===== src/rtl/fetch_stage_pkg.sv =====
// Shared constants and types for the instruction fetch stage.
// The queue entry pairs an instruction with the PC it was fetched from.
package fetch_stage_pkg;

   localparam int          XLEN             = 32;
   localparam logic [31:0] NOP_INST         = 32'h0000_0013;
   localparam logic [31:0] DEFAULT_RESET_PC = 32'h0000_0000;

   typedef struct packed {
      logic [XLEN-1:0] pc;
      logic [XLEN-1:0] inst;
   } fetch_entry_t;

endpackage


===== src/rtl/fetch_stage_queue.sv =====
// Small prefetch FIFO of {pc, inst} entries with wrapping pointers.
// Flush beats push and pop in the same cycle.
module fetch_queue
   import fetch_stage_pkg::*;
#(
   parameter int DEPTH = 2,
   localparam int PW   = $clog2(DEPTH)
) (
   input  logic         clk,
   input  logic         reset,
   input  logic         flush,
   input  logic         push,
   input  fetch_entry_t push_data,
   input  logic         pop,
   output logic [PW:0]  count,
   output fetch_entry_t head
);

   fetch_entry_t      mem [DEPTH];
   logic [PW-1:0]     wr_ptr;
   logic [PW-1:0]     rd_ptr;

   // DEPTH is a power of two, so the pointers wrap on their own.
   always_ff @(posedge clk or posedge reset) begin
      if (reset) begin
         wr_ptr <= '0;
         rd_ptr <= '0;
         count  <= '0;
      end else if (flush) begin
         wr_ptr <= '0;
         rd_ptr <= '0;
         count  <= '0;
      end else begin
         if (push) wr_ptr <= wr_ptr + 1'b1;
         if (pop)  rd_ptr <= rd_ptr + 1'b1;
         count <= count + {{PW{1'b0}}, push} - {{PW{1'b0}}, pop};
      end
   end

   always_ff @(posedge clk) begin
      if (push && !flush) mem[wr_ptr] <= push_data;
   end

   assign head = mem[rd_ptr];

endmodule


===== src/rtl/fetch_stage.sv =====
// Instruction fetch: PC register, request issue to a 1-cycle imem, and
// hand-off of buffered {pc, inst} pairs to decode over valid/ready.
module fetch_stage
   import fetch_stage_pkg::*;
#(
   parameter logic [31:0] RESET_PC    = DEFAULT_RESET_PC,
   parameter int          QUEUE_DEPTH = 2
) (
   input  logic        clk,
   input  logic        reset,
   output logic        imem_req,
   output logic [31:0] imem_addr,
   input  logic [31:0] imem_rdata,
   input  logic        redirect_valid,
   input  logic [31:0] redirect_target,
   output logic        id_valid,
   input  logic        id_ready,
   output logic [31:0] id_pc,
   output logic [31:0] id_inst
);

   localparam int CW = $clog2(QUEUE_DEPTH) + 1;

   logic [31:0]   fetch_pc;
   logic [31:0]   req_pc;
   logic          inflight;
   logic          drop;
   logic [CW-1:0] count;
   logic [CW:0]   occupancy;
   logic          pop;
   logic          push;
   logic          issue;
   fetch_entry_t  head;
   fetch_entry_t  push_entry;

   assign id_valid = (count != '0);
   assign pop      = id_valid && id_ready;

   // Every outstanding request already owns a queue slot, so a push can never overflow.
   assign occupancy = {1'b0, count} + {{CW{1'b0}}, inflight} - {{CW{1'b0}}, pop};
   assign issue     = !reset && !redirect_valid && (occupancy < (CW+1)'(QUEUE_DEPTH));

   assign push       = inflight && !drop && !redirect_valid;
   assign push_entry = '{pc: req_pc, inst: imem_rdata};

   assign imem_req  = issue;
   assign imem_addr = fetch_pc;

   assign id_pc   = id_valid ? head.pc   : '0;
   assign id_inst = id_valid ? head.inst : NOP_INST;

   fetch_queue #(.DEPTH(QUEUE_DEPTH)) u_queue (
      .clk       (clk),
      .reset     (reset),
      .flush     (redirect_valid),
      .push      (push),
      .push_data (push_entry),
      .pop       (pop),
      .count     (count),
      .head      (head)
   );

   // A redirect marks anything still arriving from the old path as stale.
   always_ff @(posedge clk or posedge reset) begin
      if (reset) begin
         fetch_pc <= RESET_PC;
         req_pc   <= '0;
         inflight <= 1'b0;
         drop     <= 1'b0;
      end else begin
         inflight <= issue;
         drop     <= redirect_valid;
         if (redirect_valid) begin
            fetch_pc <= redirect_target & ~32'h3;
         end else if (issue) begin
            fetch_pc <= fetch_pc + 32'd4;
            req_pc   <= fetch_pc;
         end
      end
   end

endmodule


===== config.mk =====
export PLATFORM = sky130hd
export DESIGN_NAME = fetch_stage
export DESIGN_NICKNAME = d
export VERILOG_FILES = /design/src/rtl/fetch_stage_pkg.sv /design/src/rtl/fetch_stage_queue.sv /design/src/rtl/fetch_stage.sv
export SDC_FILE = /design/constraint.sdc
export NUM_CORES = 1
export LEC_CHECK = 0
export ABC_AREA = 1
export CORE_UTILIZATION = 43
export DETAILED_ROUTE_END_ITERATION = 16
export PLACE_DENSITY = 0.69
export SKIP_LAST_GASP = 1
export SYNTH_ARGS = -nofsm -noshare
export SYNTH_HDL_FRONTEND = slang
export SYNTH_HIERARCHICAL = 1
export SYNTH_SLANG_ARGS = --single-unit

===== constraint.sdc =====
create_clock -name clk -period 4.9 [get_ports clk]
set_input_delay 0.98 -clock clk [delete_from_list [all_inputs] [get_ports clk]]
set_output_delay 0.98 -clock clk [all_outputs]
set_load 0.005 [all_outputs]

### Word level (Yosys, flattened, before mapping)

Memories as Yosys holds them, arrays and structs flattened.
Cells that the tools add are included.

* flip-flop bits (word level): 70
* latch bits: 0
* bits in writable memories: 128
* bits in read-only memories: 0
* input bits: 68
* output and inout port bits: 98
* logic and storage cells: 42
* memories kept: 1

* add/subtract/negate cells: 7
* multiply operators: 0
* divide/modulo/power cells: 0
* order comparisons: 1
* equality and inequality tests: 0
* shift-type cells: 0
* muxes and demuxes: 11
* bitwise logic cells: 1
* reductions and logical operators: 14

Memory list
* u_queue.mem: depth 2, bits a word 64, read ports 1, clocked after memory_dff 0, write ports 1, line fetch_stage_queue.sv:19 `fetch_entry_t mem [DEPTH];`

Operators by type and width (number)
* $mux 32: 4
* $add 32x3->32 const B: 1
* $reduce_bool 2->1: 4
* $logic_and 1x1->1: 6
* $mux 1: 6
* $add 2x1->3: 1
* $logic_not 1->1: 3
* $lt 3x2->1 const B: 1
* $sub 3x1->3: 1
* $add 1x1->1 const B: 2
* $add 2x1->2: 1
* $mux 2: 1
* $reduce_and 2->1: 1
* $sub 2x1->2: 1
* $not 1->1: 1

### Longest topological paths before layout

Gate-level depths: netlist (run 1).

* depth after elaboration: 7
* gate-level depth with buffers: 14

### By module

Netlist (run 1), hierarchy kept.

Modules (own cells, without submodules)
* fetch_queue: instances 1, cells each 227, area each 4988.5 um^2, sequential area each 3943.8 um^2
* fetch_stage: instances 1, cells each 596, area each 3927.5 um^2, sequential area each 1551.5 um^2

### Least setup slack after synthesis (run 1)

OpenSTA, ideal clock, no wires.

* path type: in2reg
* start: input port redirect_valid
* end: memory u_queue/mem[0][0] (netlist name) (enable)
* library setup time: 0.486 ns
* arrival: 4.333 ns
* data required time: 4.414 ns
* setup slack: 0.081 ns
* cell stages on the path: 5
* buffers on the path: 2
* cells stage by stage: buf_2 > clkbuf_1 > nor3_1 > nand2_1 > nor2_1

* longest elaborated chain between the ends: 5

RTL lines
* start: declaration: line fetch_stage.sv:14 `input logic redirect_valid,`
* $logic_not 1->1: line fetch_stage.sv:43 `assign push = inflight && !drop && !redirect_valid;`
* $logic_and 1x1->1: line fetch_stage.sv:43
* named net push: line fetch_stage.sv:31 `logic push;`
* $logic_and 1x1->1: line fetch_stage_queue.sv:41 `if (push && !flush) mem[wr_ptr] <= push_data;`
* $mux 1: line fetch_stage_queue.sv:41
* $mux 1 (implied by the code): line fetch_stage_queue.sv:41
* end: declaration: line fetch_stage_queue.sv:19

The timed path passes the listed nets, and every way through them passes these cells.

### Worst setup path after layout (run 1)

* start: input port id_ready
* end: output port imem_req

* longest elaborated chain between the ends: 4

RTL lines
* start: declaration: line fetch_stage.sv:17 `input logic id_ready,`
* $logic_and 1x1->1: line fetch_stage.sv:37 `assign pop = id_valid && id_ready;`
* named net pop: line fetch_stage.sv:30 `logic pop;`
* $sub 3x1->3: line fetch_stage.sv:40 `assign occupancy = {1'b0, count} + {{CW{1'b0}}, inflight} - {{CW{1'b0}}, pop};`
* $lt 3x2->1: line fetch_stage.sv:41 `assign issue = !reset && !redirect_valid && (occupancy < (CW+1)'(QUEUE_DEPTH));`
* $logic_and 1x1->1: line fetch_stage.sv:41
* end: declaration: line fetch_stage.sv:11 `output logic imem_req,`

The timed path passes the listed nets, and every way through them passes these cells.

==> metrics.md, run 1 <==
| Metric | Value |
|---|---|
| Yosys reg bits | 194 |
| Clock Tree Buf Depth | 2 |
| Max-slew violation count | 0 |
| Clk sink count | 194 |
| Crit path max-delay family | buffers and inverters |
| Post-place instance area | 10800 um2 |
| Vias/cell | 4.70 |
| Filler Cells Inserted | 1780 |
| I/O Pins | 166 |
| Seq/Total Area, Yosys | 0.616 |
| RSZ-0062 raised after global routing | no |
| Final #Nets | 1063 |
| Vias in the first global route | 5713 |
| Worst slew pin tran | 0.821 ns |
| CP cell instances | clkdlybuf4s50_1 > inv_1 > nor2_1 > ha_1 > or2_2 > fa_1 > nand2_1 > nor2_1 > nand2_2 > inv_4 > clkdlybuf4s50_1 |
| Number of routed nets with antenna violations | 0 |
| Status | finished, final reports clean |
| Post-DP HPWL | 12400 um |
| Setup WS pre-CTS | 0.311 ns |
| Average size of a mapped cell | 10.8 um2 |
| CTS tree | done |
| Largest net degree at the start of global routing | 66 |
| Routed vias | 5985 |
| Die ar. | 21300 um2 |
| Worst Setup Slack, final | 0.311 ns |
| Synth Cell Area | 8920 um2 |
| CP bufs+invs | 4 |
| Initial DRC count | 262 |
| Initial antenna violation count | 0 |
| Port-buffer cells | 161 |
| Worst-path maximum fanout | 4 |
| Worst slew margin | 0.451 |
| Die height | 146 um |
| Synth cell types | 33 |
| Yosys top cell area share | 0.431 |
| Root Driver | clkbuf_16 |
| Register area | 5500 um2 |
| Wire per inst | 13.9 um |
| Worst Hold Path EP | u_queue/mem[0][58] |
| R2r worst-path depth | 14 |
| Number of max-cap violations | 0 |
| Primary FF master, synth | edfxtp_1 |
| Clock Skew | 0.0119 ns |
| Largest stage delay, worst path | 0.49 ns |
| EDFF count, synth | 128 |
| Period utilisation layout | 0.936 |
| Max Fclk | 0.218 GHz |
| Critical Path AT | 3.61 ns |
| Asr flop ratio synth | 0.340 |
| Hold Crit Start | req_pc[26] |
| R2R Path End | imem_addr[7] |
| Endpoints failing hold | 0 |
| Tightest Hold Check Type | reg -> reg |
| Pwr Density | 488 nW/um2 |
| Crit end category | output port |
| Drc violations | 0 |
| Worst R2R Setup Slack | 1.49 ns |
| Area of the multi-input gates | 2780 um2 |
| Setup CP Type | in -> out |
| Mapped Cells | 823 |
| Area Overhead vs Synth | 28.1% |
| Final Cell Area | 11400 um2 |
| CTS H-tree lvls | 4 |
| WL final | 17800 um |
| Synth cell count leaders | nor2_1, edfxtp_1, nand2_1, inv_1, dfrtp_1 |
| Worst Setup Start Kind | input pin |
| Leak pwr | 4.70 nW |
| Placed cells | 1241 |
| Final worst path period need | 4.59 ns |
| Row Count | 52 |
| Largest area contributor in the netlist | edfxtp_1 |
| IR drop worst, VDD | 0.000255 V |
| # diodes | 0 |
| Finished Layout Cells | 1273 |
| Worst-path clk slew | 0.07 ns |
| CP required | 3.92 ns |
| Final Setup Violations | 0 |
| Ratio of cells with drive above 1 in the final layout | 0.138 |
| Worst path slowest cell | clkdlybuf4s50_1 |
| YS warnings | 6 |
| Setup repair bufs after CTS | 0 |
| Core area | 20300 um2 |
| Starting Density | 0.439 |
| Synth area leaders | edfxtp_1, dfrtp_1, mux2_4 |
| Final TNS setup | 0 ns |
| Overall global routing resource usage | 0.174 |
| CTS Hold Bufs | 0 |
| Die Wd | 146 um |
| Design Power | 5.57 mW |
| Worst r2r src | u_queue/count[1] |
| GR Overflow Total | 0 |
| Most common cell in the netlist | nor2_1 |
| First-pass GRT wire length | 28900 um |
| Worst-Skew Late Latency | 0.42 ns |
| Final Wtd Congestion | 0.847 |
| Hold Path Stages | 0 |
| Total CTS buffers | 17 |
| CTS resizes | 0 |
| DR pass1 iterations | 4 |
flip-flops by register name, indices dropped and copies added (netlist names):
| signal | flops |
|---|---|
| u_queue/rd_ptr | 1 |
| imem_addr | 30 |
| u_queue/wr_ptr | 1 |
| drop | 1 |
| u_queue/mem | 128 |
| u_queue/count | 2 |
| req_pc | 30 |
| inflight | 1 |
report_power, final:
part           switching (mW)  internal, mW  leakage [nW]
Sequential              0.315          2.08          1.95
Clock                   0.581         0.779         0.289
Combinational           0.859         0.955          2.46
through the flow:
step / hold WS (ns) / utilization
2_1_floorplan: 0.442 / -
6_report: 0.474 / 0.563
3_5_place_dp: 0.454 / 0.533
4_1_cts: 0.476 / 0.563
5_1_grt: 0.491 / 0.563
3_3_place_gp: 0.450 / 0.533
final cells by class:
type                       instances  share of cell area
clock buffer                      22              0.0435
timing repair buffer             174               0.152
inverter                         127              0.0420
multi-input combinational        476               0.243
clock inverter                    10             0.00833
tap                              270              0.0296
sequential                       194               0.482
routing by layer:
layer | share of wire | GRT usage
met2 | 0.48 | 0.291
met1 | 0.46 | 0.228
met3 | 0.044 | 0.0332
met4 | 0.013 | 0.0542
met5 | 0 | 0
cells in the final DEF, fill, tap and decap left out, drive strengths merged:
| cell | instances |
|---|---|
| clkinv | 6 |
| dfrtp | 66 |
| buf | 13 |
| fa | 1 |
| inv | 129 |
| clkinvlp | 1 |
| or2 | 5 |
| nand3 | 48 |
| a22oi | 2 |
| a21oi | 4 |
| o21ai | 35 |
| nand2 | 128 |
| nand4 | 10 |
| bufinv | 1 |
| o211ai | 6 |
| and3 | 1 |
| clkbuf | 22 |
| xor2 | 4 |
| conb | 6 |
| xnor2 | 1 |
| and2 | 1 |
| mux2 | 64 |
| nor3 | 3 |
| ha | 4 |
| nor2 | 153 |
| clkdlybuf4s50 | 161 |
| edfxtp | 128 |
cells by family after synthesis:
kind of cell | Yosys count | share of synthesized area
simple gates | 349 | 0.168
flops | 194 | 0.616
buf+inv | 158 | 0.0772
other cells | 1 | 0.000421
fa+ha+maj | 5 | 0.00786
compound gates | 47 | 0.0286
mux | 64 | 0.0968
xor+xnor | 5 | 0.00491
worst max path at each step:
stage                               from           endpoint  slack [ns]  cells after the start
after detailed placement        id_ready           imem_req        0.31                     11
final                           id_ready           imem_req        0.31                     11
after CTS                       id_ready           imem_req        0.29                     11
after global placement          id_ready           imem_req        0.30                     11
after global routing            id_ready           imem_req        0.17                     11
after floorplan           redirect_valid  u_queue/mem[0][0]        0.08                      5
worst reg2reg max path, stage by stage, from the launching register on:
cell,delay (ns)
dfrtp_1,0.50
nor2_4,0.05
nor2_1,0.22
ha_1,0.28
or2_2,0.30
fa_1,0.48
nand2_1,0.05
nor2_1,0.11
nand2_2,0.10
buf_4,0.33
nand2_1,0.16
buf_4,0.20
clkinv_1,0.27
nand2_1,0.14
o211ai_1,0.09
Power figures use the tool's default switching activity.
==> run 2, diff against run 1 <==
Settings changed: CORE_UTILIZATION 43 to 53, PLACE_DENSITY 0.69 to 0.82.
==> run 2 against run 1 <==
Effect of this change:
- clock skew decreased by 0.0041 ns
- design area shrank 0.49%
- sequential power is essentially flat
- clock power rose by 7%
- clock-buffer cell count fell by 1
- hold slack worse by 0.0018 ns
- highest routed layer unchanged
- setup slack worse by 0.018 ns
==> metrics.md, run 2 (same netlist as run 1, synthesis figures left out) <==
| Metric | Value |
|---|---|
| Status | finished, final reports clean |
| Internal power | 3.92 mW (+2.7%) |
| Final Setup Violations | 0 (unchanged) |
| Worst-path maximum fanout | 4 (unchanged) |
| Setup CP Type | in -> out |
| Die Wd | 132 um (-9.8%) |
| Die ar. | 17300 um2 (-19%) |
| Final #Nets | 1061 (-0.19%) |
| Number of routed nets with antenna violations | 0 (unchanged) |
| Initial DRC count | 375 (+43%) |
| Starting Density | 0.540 (+0.100) |
| GR Overflow Total | 0 (unchanged) |
| Setup repair bufs after CTS | 0 (unchanged) |
| Vias/cell | 5.01 (+6.5%) |
| I/O Pins | 166 (unchanged) |
| RSZ-0062 raised after global routing | no |
| Worst-path clk slew | 0.07 ns (about the same) |
| Largest stage delay, worst path | 0.50 ns (about the same) |
| Final worst path period need | 4.61 ns (+0.0182 ns) |
| Post-DP HPWL | 11900 um (-3.7%) |
| Period utilisation layout | 0.940 (+0.00372) |
| CP cell instances | clkdlybuf4s50_1 > inv_1 > nor2_1 > ha_1 > or2_2 > fa_1 > nand2_1 > nor2_1 > nand2_2 > inv_4 > clkdlybuf4s50_1 |
| DR pass1 iterations | 5 (+1) |
| CTS H-tree lvls | 4 (unchanged) |
| Leading cell type in the layout, fill and taps excluded | clkdlybuf4s50_1 |
| Max Fclk | 0.217 GHz (-0.40%) |
| Clock Skew | 0.00787 ns (-0.00406 ns) |
| Initial antenna violation count | 0 (unchanged) |
| Endpoints failing hold | 0 (unchanged) |
| Worst-Skew Late Latency | 0.43 ns (about the same) |
| IR drop worst, VDD | 0.000304 V (+19%) |
| Largest Register | u_queue/mem |
| CTS tree | done |
| Tightest Hold Check Type | reg -> reg |
| Worst path slowest cell | clkdlybuf4s50_1 |
| Worst Setup Start Kind | input pin |
| Overall global routing resource usage | 0.216 (+0.0423) |
| Vias in the first global route | 5906 (+3.4%) |
| CTS resizes | 0 (unchanged) |
| Port-buffer cells | 161 (unchanged) |
| Final Wtd Congestion | 0.888 (+4.8%) |
| Clock Tree Buf Depth | 2 (unchanged) |
| Pwr Density | 500 nW/um2 (+2.6%) |
| Core area | 16500 um2 (-19%) |
| Worst slew pin tran | 0.838 ns (+0.0163 ns) |
| Leak pwr | 4.70 nW (about the same) |
| Filler Cells Inserted | 1210 (-32%) |
| CP required | 3.92 ns (about the same) |
| Wire per inst | 14.6 um (+4.5%) |
| Die height | 132 um (-9.8%) |
| Routed vias | 6114 (+2.2%) |
| Worst slew margin | 0.442 (-0.00956) |
| Final TNS setup | 0 ns (unchanged) |
| Largest net degree at the start of global routing | 66 (unchanged) |
| Clk sink count | 194 (unchanged) |
| Root Driver | clkbuf_16 |
| Crit end category | output port |
| Combinational share of power | 0.319 (-0.007) |
| CTS Hold Bufs | 0 (unchanged) |
| Design Power | 5.68 mW (+2.1%) |
| Area Overhead vs Synth | 27.4% |
| Drc violations | 0 (unchanged) |
| Max-slew violation count | 0 (unchanged) |
| Ratio of cells with drive above 1 in the final layout | 0.136 (-0.00172) |
| WHS | 0.472 ns (-0.00180 ns) |
| P_sw | 1.77 mW (+0.66%) |
| Sw Ratio | 0.311 (-0.00434) |
| Clock share of power | 0.257 (+0.013) |
| First-pass GRT wire length | 28800 um (-0.24%) |
| Number of max-cap violations | 0 (unchanged) |
| WL final | 17800 um (+0.25%) |
| Commonest cells after routing, fill and taps aside | clkdlybuf4s50_1, nor2_1, edfxtp_1 |
| Max reg flops | 128 (unchanged) |
| # diodes | 0 (unchanged) |
| R2r worst-path depth | 14 (unchanged) |
| Hold Path Stages | 0 (unchanged) |
| Row Count | 47 (-9.6%) |
| Total CTS buffers | 17 (unchanged) |
| Sequential share of power | 0.424 (-0.006) |
| Critical Path AT | 3.63 ns (+0.02 ns) |
-- run 2: routing by layer --
| layer | GRT usage | wire length (um) |
|---|---|---|
| met1 | 0.274 | 7660 |
| met2 | 0.366 | 8810 |
| met3 | 0.0409 | 931 |
| met4 | 0.0885 | 399 |
| met5 | 0 | 0 |
-- run 2: critical path: cells and delay by family --
| family | cells | cell delay (ns) |
|---|---|---|
| buffers and inverters | 4 | 1.07 |
| and+or+nand+nor | 5 | 0.80 |
| adders and majority gates | 2 | 0.77 |
-- run 2: layout make-up --
type	instances	area, um2	share of cell area
Multi-Input combinational cell	476	2780	0.244
Tap cell	220	275	0.0242
Inverter	127	479	0.0422
Sequential cell	194	5500	0.484
Clock buffer	21	460	0.0405
Timing Repair Buffer	172	1690	0.149
Clock inverter	11	178	0.0156
-- run 2: worst paths after layout --
kind                                       start            endpoint  slack [ns]
worst max register to register  u_queue/count[1]       imem_addr[26]        1.34
max in group asynchronous                  reset           req_pc[2]        3.19
min in group asynchronous                  reset      u_queue/wr_ptr        0.80
worst min-delay path                  req_pc[10]  u_queue/mem[1][42]        0.47
worst min register to register        req_pc[10]  u_queue/mem[1][42]        0.47
worst max-delay path                    id_ready            imem_req        0.29
-- run 2: power by group through the flow --
stage	registers [mW]	clock network, mW	logic, mW
floorplan	2.31	0	1.08
global placement	2.41	0	1.77
detailed placement	2.43	0	1.81
CTS	2.41	1.49	1.84
global route	2.45	1.55	2.00
finish	2.41	1.46	1.81
-- run 2: through the flow --
| step | cells | cell area, um2 | worst slack (ns) | utilization |
|---|---|---|---|---|
| 5_1_grt | 1221 | 11400 | 0.171 | 0.688 |
| 6_report | 1221 | 11400 | 0.293 | 0.688 |
| 2_1_floorplan | 828 | 8930 | 0.0806 | - |
| 3_3_place_gp | 1189 | 10700 | 0.323 | 0.649 |
| 3_5_place_dp | 1189 | 10700 | 0.301 | 0.649 |
| 4_1_cts | 1221 | 11400 | 0.285 | 0.688 |
